[config.mk]
export PLATFORM = sky130hd
export DESIGN_NAME = blob_motion_ctrl
export DESIGN_NICKNAME = d
export VERILOG_FILES = /design/src/rtl/blob_pkg.sv /design/src/rtl/blob_axis_step.sv /design/src/rtl/blob_motion_ctrl.sv
export SDC_FILE = /design/constraint.sdc
export NUM_CORES = 1
export LEC_CHECK = 0
export CORE_ASPECT_RATIO = 1.4
export CORE_MARGIN = 2
export CORE_UTILIZATION = 40
export CTS_CLUSTER_DIAMETER = 60
export DETAILED_ROUTE_END_ITERATION = 8
export GPL_TIMING_DRIVEN = 0
export PLACE_DENSITY_LB_ADDON = 0.3
export SYNTH_ARGS = -nofsm -noshare
export SYNTH_HDL_FRONTEND = slang
export SYNTH_SLANG_ARGS = --single-unit
[constraint.sdc]
create_clock -name vclock -period 19.9 [get_ports vclock]
set_input_delay 1.99 -clock vclock [delete_from_list [all_inputs] [get_ports vclock]]
set_output_delay 1.99 -clock vclock [all_outputs]
set_load 0.02 [all_outputs]
[src/rtl/blob_pkg.sv]
// Shared types and constants for the blob sprite motion controller.
package blob_pkg;

  localparam int unsigned PosW           = 11;
  localparam int unsigned VelW           = 5;
  localparam int unsigned ScreenWDefault = 1024;
  localparam int unsigned ScreenHDefault = 768;

  typedef enum logic [1:0] {StIdle, StStepX, StStepY, StDone} state_e;

  // -16 has no positive counterpart in 5 bits; clamp the reflection to +15.
  function automatic logic [VelW-1:0] neg_vel(input logic [VelW-1:0] v);
    if (v == {1'b1, {(VelW-1){1'b0}}}) begin
      return {1'b0, {(VelW-1){1'b1}}};
    end
    return -v;
  endfunction

endpackage

[src/rtl/blob_axis_step.sv]
// One-axis position step: advances pos by v and reflects (or wraps when
// BLOB_MOTION_WRAP_EN is defined) at the 0 / limit edges of the screen.
module blob_axis_step
  import blob_pkg::*;
(
  input  logic [PosW-1:0] pos,
  input  logic [VelW-1:0] v,
  input  logic [PosW-1:0] size,
  input  logic [PosW-1:0] limit,
  output logic [PosW-1:0] new_pos,
  output logic [VelW-1:0] new_v,
  output logic            hit
);

  // One bit wider than p needs so that p + size cannot overflow.
  localparam int unsigned IW = 14;

  logic signed [IW-1:0] pos_s, v_s, size_s, lim_s, p, reach;

  assign pos_s  = $signed({{(IW-PosW){1'b0}}, pos});
  assign v_s    = $signed({{(IW-VelW){v[VelW-1]}}, v});
  assign size_s = $signed({{(IW-PosW){1'b0}}, size});
  assign lim_s  = $signed({{(IW-PosW){1'b0}}, limit});
  assign p      = pos_s + v_s;
  assign reach  = p + size_s;

`ifdef BLOB_MOTION_WRAP_EN
  logic unused_size;
  assign unused_size = ^{size, reach[0]};

  always_comb begin
    new_pos = pos;
    new_v   = v;
    hit     = 1'b0;
    if (v != '0) begin
      if (p < 0) begin
        new_pos = PosW'(p + lim_s);
        hit     = 1'b1;
      end else if (p >= lim_s) begin
        new_pos = PosW'(p - lim_s);
        hit     = 1'b1;
      end else begin
        new_pos = PosW'(p);
      end
    end
  end
`else
  always_comb begin
    new_pos = pos;
    new_v   = v;
    hit     = 1'b0;
    if (size >= limit) begin
      // Sprite cannot fit: pin to the origin and keep reflecting if moving.
      new_pos = '0;
      if (v != '0) begin
        new_v = neg_vel(v);
        hit   = 1'b1;
      end
    end else if (v != '0) begin
      if (p < 0) begin
        new_pos = '0;
        new_v   = neg_vel(v);
        hit     = 1'b1;
      end else if (reach > lim_s) begin
        new_pos = limit - size;
        new_v   = neg_vel(v);
        hit     = 1'b1;
      end else begin
        new_pos = PosW'(p);
      end
    end
  end
`endif

endmodule

[src/rtl/blob_motion_ctrl.sv]
// Per-frame sprite position controller; one shared axis step unit runs X then Y.
// Define BLOB_MOTION_WRAP_EN to wrap at screen edges instead of bouncing.
module blob_motion_ctrl
  import blob_pkg::*;
#(
  parameter int unsigned SCREEN_W = ScreenWDefault,
  parameter int unsigned SCREEN_H = ScreenHDefault,
  parameter int unsigned X_INIT   = 0,
  parameter int unsigned Y_INIT   = 0
) (
  input  logic            vclock,
  input  logic            reset,
  input  logic            vsync,
  input  logic            pause,
  input  logic [PosW-1:0] width,
  input  logic [PosW-1:0] height,
  input  logic            cfg_valid,
  output logic            cfg_ready,
  input  logic [PosW-1:0] cfg_x,
  input  logic [PosW-1:0] cfg_y,
  input  logic [VelW-1:0] cfg_vx,
  input  logic [VelW-1:0] cfg_vy,
  output logic [PosW-1:0] x,
  output logic [PosW-1:0] y,
  output logic            bounce,
  output logic            frame_done
);

  state_e          state;
  logic [PosW-1:0] x_q, y_q;
  logic [VelW-1:0] vx_q, vy_q;
  logic            vsync_d, hit_acc, bounce_q, frame_done_q;

  logic            tick, on_y, s_hit;
  logic [PosW-1:0] s_pos, s_size, s_limit, s_new_pos;
  logic [VelW-1:0] s_v, s_new_v;

  assign tick    = vsync_d & ~vsync;
  assign on_y    = (state == StStepY);
  assign s_pos   = on_y ? y_q : x_q;
  assign s_v     = on_y ? vy_q : vx_q;
  assign s_size  = on_y ? height : width;
  assign s_limit = on_y ? PosW'(SCREEN_H) : PosW'(SCREEN_W);

  blob_axis_step u_step (
    .pos    (s_pos),
    .v      (s_v),
    .size   (s_size),
    .limit  (s_limit),
    .new_pos(s_new_pos),
    .new_v  (s_new_v),
    .hit    (s_hit)
  );

  always_ff @(posedge vclock) begin
    if (reset) begin
      state        <= StIdle;
      x_q          <= PosW'(X_INIT);
      y_q          <= PosW'(Y_INIT);
      vx_q         <= '0;
      vy_q         <= '0;
      vsync_d      <= 1'b1;
      hit_acc      <= 1'b0;
      bounce_q     <= 1'b0;
      frame_done_q <= 1'b0;
    end else begin
      // Edges seen outside IDLE are consumed here and never acted on.
      vsync_d      <= vsync;
      bounce_q     <= 1'b0;
      frame_done_q <= 1'b0;
      unique case (state)
        StIdle: begin
          if (cfg_valid) begin
            x_q  <= cfg_x;
            y_q  <= cfg_y;
            vx_q <= cfg_vx;
            vy_q <= cfg_vy;
          end else if (tick && !pause) begin
            hit_acc <= 1'b0;
            state   <= StStepX;
          end
        end
        StStepX: begin
          x_q     <= s_new_pos;
          vx_q    <= s_new_v;
          hit_acc <= s_hit;
          state   <= StStepY;
        end
        StStepY: begin
          y_q     <= s_new_pos;
          vy_q    <= s_new_v;
          hit_acc <= hit_acc | s_hit;
          state   <= StDone;
        end
        StDone: begin
          frame_done_q <= 1'b1;
          bounce_q     <= hit_acc;
          state        <= StIdle;
        end
        default: state <= StIdle;
      endcase
    end
  end

  assign cfg_ready  = (state == StIdle);
  assign x          = x_q;
  assign y          = y_q;
  assign bounce     = bounce_q;
  assign frame_done = frame_done_q;

endmodule
==> results.toml <==
[outcome]
outcome = "finished clean"

[finish]
syn_to_final_growth_pct = 26.3
final_common_cell = "clkdlybuf4s50_1"
layout-drive-gt1-share_pct = 7.87
n_antenna_cell = 0
nets = 749
final_cell_mix = "clkdlybuf4s50_1, o21ai_0, a21oi_1, nand2_1, dfxtp_1"

[power]
pwr_density_cell_nw_per_um2 = 194
p_leak_uw = 0.00206
ir_drop_v = 0.0000973

[critical_path]
max_stage_delay_ps = 680
rr_worst_depth = 35
crit_path_start_kind = "flip-flop"
worst_ep_required_time_ps = 20060
endpoint_kind = "flip-flop"
critPathMostFrequentCell = "ha_1"
path_max_fanout = 10
crit_type = "reg -> reg"
arrival_ps = 10040
critPathSlowestCell = "buf_1"

[routing]
drt_iter0_markers = 441
wire_per_inst_um = 19.5
firstDrtPassIters = 5
routed_wirelength_um = 15700
via_per_inst = 6.16
drc = 0
dr_total_vias = 4941
drtAntennaViolNets = 0

[synthesis]
synth-edff-count = 0
synth_cells = 571
syn_area_sq_um = 4360
netlist-cell-type-count = 72
ys_ff_latch = 38
async_flop_share_pct = 0
ys_warn_count = 0
synth_top_flop_cell = "dfxtp_1"
avgSynthCellArea_sq_um = 7.63
syn_nets = 660
ys_seq_area_share_pct = 17.5

[job]
drv_cap = 0

[clock_network]
cts_tree = "built"
cts_sinks = 38
cts_buffers = 5
cts_max_level = 2
clockBufferDepth = 2
post_cts_buffers = 0
path_clk_slew_ps = 60
cts_hold_buffers = 0
clk_latency_ps = 290
cts_resized = 0
clockRootBuffer = "clkbuf_16"

[global_route]
antenna_found_initial = 0
grt_max_degree = 15
grt_pass1_vias = 4857
grt_pass1_wl_um = 24700
grt-ovfl-total = 0
grt_usage_pct = 26.4

[sta]
holdWs_ps = 492
fin_crit_sh_pct = 49.7
max_freq_mhz = 101
tightest_slew_ps = 806
rsz0062_at_grt = "false"
finClkSkew_ps = 3.35
fin_ws_ps = 10020
maxSlewHeadroom_pct = 46.3
setup_violations = 0
hold_violations = 0
min_period_ps = 9880
setup_tns_ps = 0
slew_viol_final = 0

[die]
die_w_um = 92.2
ioPinCount = 84
rows = 45
die_height_um = 128
die-area_sq_um = 11800
initial_core_util_pct = 40.5
core_area_sq_um = 10800

[hold_path]
holdPathStages = 2
hold_class = "reg -> reg"

[placed_design]
io_buffers = 82
post-place-ws_ps = 10230
dpl.hpwl_um = 12400
gp_congestion = 0.903
[logic make-up after synthesis]
logic type | count (synthesis) | synth area share, %
fa+ha+maj | 32 | 9.44
xor+xnor | 34 | 6.83
mux | 37 | 9.47
flops | 38 | 17.5
buf+inv | 58 | 5.51
simple gates | 165 | 19.0
compound gates | 207 | 32.3
[layer usage]
metal	part of all wire (%)	track usage, %
met2	51	48.5
met3	6.7	4.01
met4	4.5	13.3
met5	0	0
met1	38	29.3
[state kept, by name (all words and copies together), names as in the netlist, 2 cells and up]
register,count
vy_q,5
vx_q,5
x,11
y,11
state,2
[layout make-up]
class	count	area, sq um
fill	1065	5250
multi-input combinational	475	3360
timing repair buffer	82	821
sequential	38	761
tap	141	176
buffer	34	150
clock buffer	7	143
inverter	24	90.1
clock inverter	1	5.00
[synth_stat cells, drive strengths merged (3+ instances only)]
cell / n / share of area, %
o211ai: 7 / 1.2
buf: 9 / 1.3
a211o: 10 / 2.0
o41ai: 3 / 0.60
a221oi: 10 / 2.4
nand2: 42 / 3.7
mux2: 21 / 5.5
a22oi: 11 / 1.9
nor3: 25 / 2.9
xor2: 14 / 2.8
nand3: 18 / 2.1
and2: 3 / 0.43
a211oi: 9 / 1.5
a31o: 3 / 0.60
o21ai: 57 / 6.5
or3: 11 / 1.6
mux2i: 16 / 4.0
a31oi: 12 / 1.7
o21a: 4 / 0.69
ha: 28 / 8.0
a21o: 6 / 1.0
inv: 23 / 2.0
clkbuf: 25 / 2.2
nor2b: 3 / 0.43
xnor2: 20 / 4.0
or2: 3 / 0.43
nor3b: 5 / 0.86
and3: 3 / 0.43
dfxtp: 38 / 17
nor4b: 6 / 1.3
a21oi: 46 / 5.3
nor2: 37 / 3.2
[through the flow]
| stage | utilization, % | cell area (sq um) | cells | power, uW |
|---|---|---|---|---|
| 2_1_floorplan | - | 4360 | 571 | 730 |
| 3_3_place_gp | 49.8 | 5360 | 794 | 952 |
| 3_5_place_dp | 49.8 | 5360 | 794 | 969 |
| 4_1_cts | 51.2 | 5500 | 802 | 1050 |
| 5_1_grt | 51.2 | 5500 | 802 | 1150 |
| 6_report | 51.2 | 5500 | 802 | 1070 |
[worst max-delay path, delay by kind of cell (launching register included)]
kind / cells / cell delay (ps)
AO/OA/AOI/OAI: 10 / 2310
adder cells (fa/ha/maj): 5 / 1660
AND/OR/NAND/NOR: 9 / 1960
buffers and inverters: 8 / 2640
flip-flops: 1 / 330
multiplexers: 1 / 450
XOR/XNOR: 2 / 370
[power breakdown]
group          switching (uW)  internal, uW
Clock                    31.4          49.7
Combinational             539           328
Sequential               24.6          97.2
[final timing paths]
| kind | from | to | slack (ps) |
|---|---|---|---|
| max reg2reg | state[0] | vx_q[4] | 10020 |
| min | vy_q[0] | vy_q[0] | 490 |
| min reg2reg | vy_q[0] | vy_q[0] | 490 |
| max | state[0] | vx_q[4] | 10020 |
Power figures use the tool's default switching activity.
==> edit, RTL diff (same settings) <==
Add a define of `BLOB_MOTION_WRAP_EN`.
--- a/src/rtl/blob_axis_step.sv
+++ b/src/rtl/blob_axis_step.sv
@@ -1,4 +1,6 @@
 // One-axis position step: advances pos by v and reflects (or wraps when
 // BLOB_MOTION_WRAP_EN is defined) at the 0 / limit edges of the screen.
+`define BLOB_MOTION_WRAP_EN
+
 module blob_axis_step
   import blob_pkg::*;
Check against the original RTL: not equivalent (a bounded check fails within 4 cycles, from zero or initial values and one cycle with reset high).
==> edit against the original RTL <==
- setup slack gained 3.5 ns
- power shrank 42%
- non-clock buffer count shrank 36
- routed wire length shrank 42%
- synthesized area shrank 32%
- final area shrank 31%
- sequential cell count is the same
- fmax grew 56%
==> edit: results <==
metrics = {
    "detailed_routing": {
        "via_per_inst": 5.63,
        "wl_mm": 9.02,
        "drt-pass1-iter-count": 4,
        "post_drt_wl_per_cell_um": 17.2,
        "drt_iter0_drc": 157,
    },
    "clocking": {
        "cts_sinks": 38,
        "h-tree-depth": 2,
        "post_cts_buffers": 0,
        "insertion_delay_ns": 0.30,
        "cts_repair_resize_count": 0,
        "cts_buffer_depth": 2,
        "clk_pin_slew_ns": 0.08,
        "root_buffer": "clkbuf_8",
        "cts_buffers": 5,
    },
    "die": {
        "num_rows": 37,
    },
    "synth": {
        "yosys-top-cells-count": "nand2_1 (41), dfxtp_1 (38), nor2_1 (35)",
        "ys_seq_area_share_pct": 25.8,
        "async_flop_share_pct": 0,
        "synth_cell_types": 62,
        "synth_nets": 434,
        "yosysWarnings": 0,
        "syn-instance-count": 359,
        "synth_area_leaders": "dfxtp_1 (26%), mux2i_1 (8.2%), ha_1 (5.5%)",
    },
    "layout": {
        "nets": 502,
        "fillers": 717,
        "drive_gt1_share_pct": 7.94,
        "diodes": 0,
    },
    "setup_path": {
        "slowest_delay_ns": 0.50,
        "crit_path_top_delay_cell": "clkbuf_1",
        "worstPathArrival_ns": 6.53,
        "path_max_fanout": 10,
        "rr_worst_depth": 24,
        "path_delay_family": "compound AO/OA/AOI/OAI gates",
    },
    "timing": {
        "max_slew_margin_pct": 53.4,
        "fin_worst_skew_ns": 0.00841,
    },
    "min_path": {
        "hold_depth": 2,
        "hold_class": "reg -> reg",
    },
    "global_routing": {
        "first_global_vias": 2931,
        "grt_pass1_wl_mm": 14.7,
        "grt_max_degree": 13,
        "antenna_found_initial": 0,
        "track_usage_pct": 23.1,
    },
    "run_status": {
        "status": "completed",
    },
    "placed_design": {
        "post-place-cells": 517,
        "io_buffers": 61,
        "place.gp.congestion": 0.952,
        "place_hpwl_mm": 7.14,
    },
    "power_and_ir_drop": {
        "p_leak_nw": 1.47,
        "vdd_drop_max_mv": 0.0729,
    },
}
edit: cell count changes after synthesis, sizes merged, moves of 12 or more:
cell and delta:
a21oi -20, clkbuf -14, ha -15, nor3 -12
o21ai -44
edit: through the flow:
stage / total power [mW] / area [um^2] / hold WS (ns) / util (%) / worst slack (ns)
CTS: 0.618 / 3820 / 0.459 / 52.6 / 13.59
global route: 0.665 / 3820 / 0.485 / 52.6 / 13.02
floorplan: 0.409 / 2950 / 0.429 / - / 14.86
detailed placement: 0.533 / 3680 / 0.447 / 50.6 / 13.66
global placement: 0.529 / 3680 / 0.438 / 50.6 / 13.71
finish: 0.619 / 3820 / 0.457 / 52.6 / 13.57
edit: logic make-up after synthesis:
| kind of cell | synth area share (%) |
|---|---|
| fa+ha+maj | 7.56 |
| flops | 25.8 |
| simple gates | 18.5 |
| xor+xnor | 4.93 |
| buf+inv | 5.82 |
| compound gates | 25.3 |
| mux | 12.1 |
edit: per-layer routing:
layer | wire, um | track usage [%] | vias to the layer above
li1 | - | - | 1448
met2 | 4730 | 40.6 | 90
met5 | 0 | 0 | -
met3 | 425 | 3.42 | 17
met4 | 213 | 11.0 | 0
met1 | 3650 | 27.3 | 1399
edit: path summary, 6_finish.rpt:
check        startpoint       to  slack (ns)
max            state[0]    x[10]       13.57
min             vx_q[3]  vx_q[3]        0.46
max reg2reg    state[0]    x[10]       13.57
min reg2reg     vx_q[3]  vx_q[3]        0.46
edit: cell type report:
class	instances	area share, %
Sequential cell	38	19.9
Buffer	19	2.62
Timing Repair Buffer	61	16.0
Inverter	18	1.87
Clock buffer	6	2.16
Tap cell	97	3.18
Multi-Input combinational cell	284	52.7
Clock inverter	2	1.57
edit: worst reg2reg max path: cells and delay by family (launching register included):
family	cells	cell delay (ns)
multiplexers	2	0.45
AO/OA/AOI/OAI	6	1.71
XOR/XNOR	1	0.34
adder cells (fa/ha/maj)	4	1.31
AND/OR/NAND/NOR	5	0.84
buffers and inverters	6	1.24
flip-flops	1	0.35
edit: where the power goes:
part           internal, mW  switching, mW
clock network        0.0535         0.0288
logic                 0.164          0.253
registers            0.0982         0.0216
total                 0.315          0.303
